<file path="config.mk">
export PLATFORM = sky130hd
export DESIGN_NAME = booth_mac_accum
export DESIGN_NICKNAME = d
export VERILOG_FILES = /design/src/rtl/booth_mac_accum.sv
export SDC_FILE = /design/constraint.sdc
export NUM_CORES = 1
export LEC_CHECK = 0
export ABC_AREA = 1
export CAP_MARGIN = 40
export CORE_MARGIN = 2
export CORE_UTILIZATION = 58
export CTS_BUF_LIST = sky130_fd_sc_hd__clkbuf_8
export CTS_CLUSTER_SIZE = 10
export DETAILED_ROUTE_END_ITERATION = 12
export PLACE_DENSITY = 0.83
export SKIP_LAST_GASP = 1
export SYNTH_ARGS = -nofsm -noshare
export SYNTH_HDL_FRONTEND = slang
export SYNTH_SLANG_ARGS = --single-unit
export TNS_END_PERCENT = 30
</file>
<file path="constraint.sdc">
create_clock -name clk -period 3.1 [get_ports clk]
set_clock_uncertainty 0.15 [all_clocks]
set_input_delay 0.62 -clock clk [delete_from_list [all_inputs] [get_ports clk]]
set_output_delay 0.62 -clock clk [all_outputs]
set_load 0.02 [all_outputs]
</file>
<file path="src/rtl/booth_mac_accum.sv">
// Accumulates LEN signed products into one dot-product result (optional saturation, sticky overflow).
// Result appears 1 cycle after the LEN-th transfer; prod_ready_o drops while a result waits for acc_ready_i.
module booth_mac_accum #(
    parameter int PROD_W = 16,
    parameter int ACC_W  = 24,
    parameter int LEN    = 4,
    parameter int SAT    = 1,
    localparam int CNT_W = $clog2(LEN + 1)
) (
    input  logic                     clk,
    input  logic                     rst,
    input  logic signed [PROD_W-1:0] prod_i,
    input  logic                     prod_valid_i,
    output logic                     prod_ready_o,
    input  logic                     clear_i,
    output logic signed [ACC_W-1:0]  acc_o,
    output logic                     acc_valid_o,
    input  logic                     acc_ready_i,
    output logic                     ovf_o,
    output logic [CNT_W-1:0]         count_o
);

    typedef enum logic {ACCUM, HOLD} state_t;

    state_t                   state, state_nxt;
    logic signed [ACC_W-1:0]  acc;
    logic [CNT_W-1:0]         cnt;
    logic                     ovf_sticky;

    logic                     xfer;
    logic                     last;
    logic signed [ACC_W-1:0]  sum;
    logic                     ovf_now;
    logic signed [ACC_W-1:0]  acc_nxt;

    assign prod_ready_o = (state == ACCUM);
    assign xfer         = prod_valid_i && prod_ready_o;
    assign last         = (cnt == CNT_W'(LEN - 1));
    assign count_o      = cnt;

    // Only the ACC_W-bit sum sign is needed: overflow iff like-signed operands give an opposite-signed sum.
    assign sum     = acc + ACC_W'(prod_i);
    assign ovf_now = (acc[ACC_W-1] == prod_i[PROD_W-1]) && (sum[ACC_W-1] != acc[ACC_W-1]);

    always_comb begin
        acc_nxt = sum;
        if (ovf_now && (SAT != 0)) begin
            acc_nxt = acc[ACC_W-1] ? {1'b1, {(ACC_W-1){1'b0}}} : {1'b0, {(ACC_W-1){1'b1}}};
        end
    end

    always_comb begin
        state_nxt = state;
        case (state)
            ACCUM: if (xfer && !clear_i && last) state_nxt = HOLD;
            HOLD:  if (acc_ready_i) state_nxt = ACCUM;
            default: state_nxt = ACCUM;
        endcase
    end

    always_ff @(posedge clk) begin
        if (rst) begin
            state <= ACCUM;
        end else begin
            state <= state_nxt;
        end
    end

    always_ff @(posedge clk) begin
        if (rst) begin
            acc         <= '0;
            cnt         <= '0;
            ovf_sticky  <= 1'b0;
            acc_o       <= '0;
            acc_valid_o <= 1'b0;
            ovf_o       <= 1'b0;
        end else if (state == ACCUM) begin
            // A clear coinciding with a transfer swallows that product.
            if (clear_i) begin
                acc        <= '0;
                cnt        <= '0;
                ovf_sticky <= 1'b0;
            end else if (xfer) begin
                if (last) begin
                    acc_o       <= acc_nxt;
                    ovf_o       <= ovf_sticky | ovf_now;
                    acc_valid_o <= 1'b1;
                    acc         <= '0;
                    cnt         <= '0;
                    ovf_sticky  <= 1'b0;
                end else begin
                    acc        <= acc_nxt;
                    cnt        <= cnt + CNT_W'(1);
                    ovf_sticky <= ovf_sticky | ovf_now;
                end
            end
        end else if (acc_ready_i) begin
            acc_valid_o <= 1'b0;
            ovf_o       <= 1'b0;
        end
    end

endmodule

</file>
==> results.md <==
* Status: finished clean
* Clock buffer depth at 2
* Syn Inst Count at 656
* FP Rows at 30
* Worst vdd ir at 0.239 mV
* Hold crit path type: flop to flop
* Clock Sinks at 55
* Post-Syn Nets at 702
* Routed Antenna Nets at 0
* CP required at 3.16 ns
* Number of DRC markers in iteration 0 at 208
* Pin count of the biggest net entering global routing at 53
* Minimum clock period at 2.95 ns
* Vias at 4046
* FF-to-FF End: acc_o[14]
* Period Utilization, post-route at 95.0%
* Critical path, cell by cell: clkdlybuf4s50_1 > buf_4 > ha_1 > nand2_1 > inv_1 > nand2_1 > nand2_1 > a21oi_2 > nand4_2 > nand3b_1 > nand2_1 > o21ai_0 > inv_1
* RSZ-0062 raised after global routing: yes
* Skew-Pair Late Insertion Delay at 0.32 ns
* CTS tree: built
* Post-synth top area cell: dfxtp_1
* Drt total wl at 10.2 mm
* Clock tree root driver cell: clkbuf_8
* Max Slew Vio Count at 0
* GR Util met3 at 3.89%
* Critical Path Sink: acc_o[14]
* Max H-tree Level at 2
* Most common cell after layout, fill and taps aside: nand2_1
* Synthesized area per cell at 6.16 um2
* Worst Path Arrival at 3.00 ns
* Residual DRC at 0
* Met2 Use GR at 47.7%
* Total CTS buffers at 5
* Final total power at 1.65 mW
* Distinct cells, synth at 30
* I/O pins at 51
* Seq/Total Area, Yosys at 27.3%
* First-pass GRT wire length at 16.7 mm
* DP HPWL at 7.90 mm
* N_diodes at 0
* Antenna violations before repair at 0
* Vias in the first global route at 3763
* Worst setup path start: prod_i[15]
* Hold slack final at 0.334 ns
* Total core area at 0.00676 mm2
* CP delay by family, top: simple AND/OR/NAND/NOR gates
* M1 GR Usage at 35.4%
* Die W at 87.5 um
* Global placement routability congestion at 0.913
* Actual slew at the worst max-slew pin at 0.577 ns
* Final Setup Violations at 0
* Fin Setup TNS at 0 ns
* Die ar. at 0.00765 mm2
* Net count, final at 760
* R2R depth at 13
* Critical path type: primary input to flop
* Final-report hold violation count at 0
* Die Height at 87.5 um
* CP bufs+invs at 4
* CP endpoint kind: flop
* Fmax at 0.339 GHz
* # port buffers at 50
* #FFs+latches synth at 55
* Commonest non-fill, non-tap cells in the layout: nand2_1, inv_1, dfxtp_1, clkdlybuf4s50_1, a21oi_1
* Grt peak-use layer: met2
* Power per cell area at 343 mW/mm2
* Ys Warns at 0
* Synth top area share at 27.3%
* Post-cts repair resize count at 0
* CP Max Fanout at 10
* Starting Density at 59.8%
* CTS Hold Bufs at 0
* Slew Limit Headroom at 61.5%
* Crit Reg-Reg Startpoint: acc[14]
* Critical Path Most Common Cell: nand2_1
* Worst-path clk slew at 0.11 ns
* Startpoint class of the critical path: primary input
* Crit-path max cell delay at 0.40 ns
* Slowest-stage cell, CP: clkdlybuf4s50_1
* Lkg Pwr at 2.52 nW
* Dominant cells by area after synthesis: dfxtp_1, nand2_1, inv_1, ha_1, a21oi_1
* Mapped cell area at 0.00404 mm2
* Reg-to-reg setup timing slack at 0.65 ns
* Share of cells above drive strength 1 at 10.2%
* Max cap viols at 0
* WP depth at 13
* Area Growth Syn to Fin at 19.1%
* Vias/cell at 5.09
* GR Overflow Total at 0
* Pre-Repair DR Iteration Count at 7
* Routed len/inst at 12.8 um
* # fillers at 609
* Total track usage at 27.4%
## power breakdown
part | switching (mW) | leakage, nW | internal (mW)
Clock | 0.253 | 0.0599 | 0.242
Sequential | 0.0111 | 0.445 | 0.724
Combinational | 0.253 | 2.02 | 0.167
## layer usage
metal	part of all wire [%]	routed length (um)
met3	4.4	452
met5	0	0
met1	47	4740
met4	1.6	167
met2	47	4800
## flip-flops by register name (all words and copies together) (netlist names)
signal and cells:
acc_o 24, acc 24, count_o 3, ovf_o 1
state 1, ovf_sticky 1, acc_valid_o 1
## through the flow
| step | utilization (%) | worst slack, ns | cells | area [um2] |
|---|---|---|---|---|
| floorplan | - | 0.728 | 656 | 4040 |
| global placement | 69.6 | -0.0417 | 787 | 4700 |
| detailed placement | 69.6 | -0.134 | 787 | 4700 |
| CTS | 71.2 | 0.205 | 795 | 4810 |
| global route | 71.2 | -0.0147 | 795 | 4810 |
| finish | 71.2 | 0.154 | 795 | 4810 |
## worst min path at each step
stage                 from  endpoint  depth (start not counted)
finish              acc[3]    acc[3]                          2
detailed placement  acc[3]    acc[3]                          2
floorplan           acc[0]    acc[0]                          2
global route        acc[4]    acc[4]                          2
CTS                 acc[3]    acc[3]                          2
global placement    acc[4]    acc[4]                          2
## cells by family (layout without fill, tap and decap cells)
family	count (synthesis)	in the layout	share of synthesized area [%]
flip-flops	55	55	27.3
XOR/XNOR	11	11	2.39
AND/OR/NAND/NOR	310	310	32.4
adder cells (fa/ha/maj)	25	25	7.93
AO/OA/AOI/OAI	105	105	15.7
buffers and inverters	150	209	14.4
## worst register-to-register path, stage by stage, from the launching register on
cell and delay (ns):
dfxtp_1 0.32, ha_1 0.33, nand2_1 0.19, inv_1 0.06, nand2_1 0.06, nand2_1 0.07, inv_1 0.06, nand2_1 0.07
nand2_1 0.16, nand4_2 0.34, nand3b_1 0.22, nand2_1 0.09, o21ai_0 0.16, inv_1 0.06
## cell type report
type | instances | area (um2) | area share (%)
clock inverters | 3 | 42.5 | 0.884
well taps | 80 | 100 | 2.08
multi-input cells | 451 | 2360 | 49.0
inverters | 133 | 499 | 10.4
flip-flops and latches | 55 | 1100 | 22.9
repair buffers | 68 | 643 | 13.4
clock buffers | 5 | 68.8 | 1.43
## cell usage after synthesis
| master | number |
|---|---|
| a211oi_1 | 1 |
| nor2_4 | 1 |
| nor2_2 | 4 |
| nand3_1 | 19 |
| nor2_1 | 32 |
| nand2_2 | 10 |
| o21ai_2 | 9 |
| fa_1 | 1 |
| inv_1 | 131 |
| inv_2 | 2 |
| and3b_1 | 1 |
| nand2_4 | 1 |
| xnor2_1 | 8 |
| dfxtp_1 | 55 |
| xor2_1 | 3 |
| clkbuf_1 | 13 |
| nand4_2 | 1 |
| and2_1 | 2 |
| o21ai_0 | 30 |
| a21oi_2 | 18 |
| a21oi_1 | 46 |
| a2111oi_0 | 1 |
| buf_2 | 2 |
| nand4_1 | 6 |
| nand3b_1 | 5 |
| nand3_4 | 1 |
| ha_1 | 24 |
| buf_6 | 2 |
| nand2_1 | 224 |
| nor3_1 | 3 |
## repair_timing
| action | CTS | global route |
|---|---|---|
| buffers inserted | 0 | 0 |
| setup endpoints to repair | 0 | 3 |
| hold endpoints to repair | 0 | 0 |
Note: power is estimated with default switching activity, not from simulation.
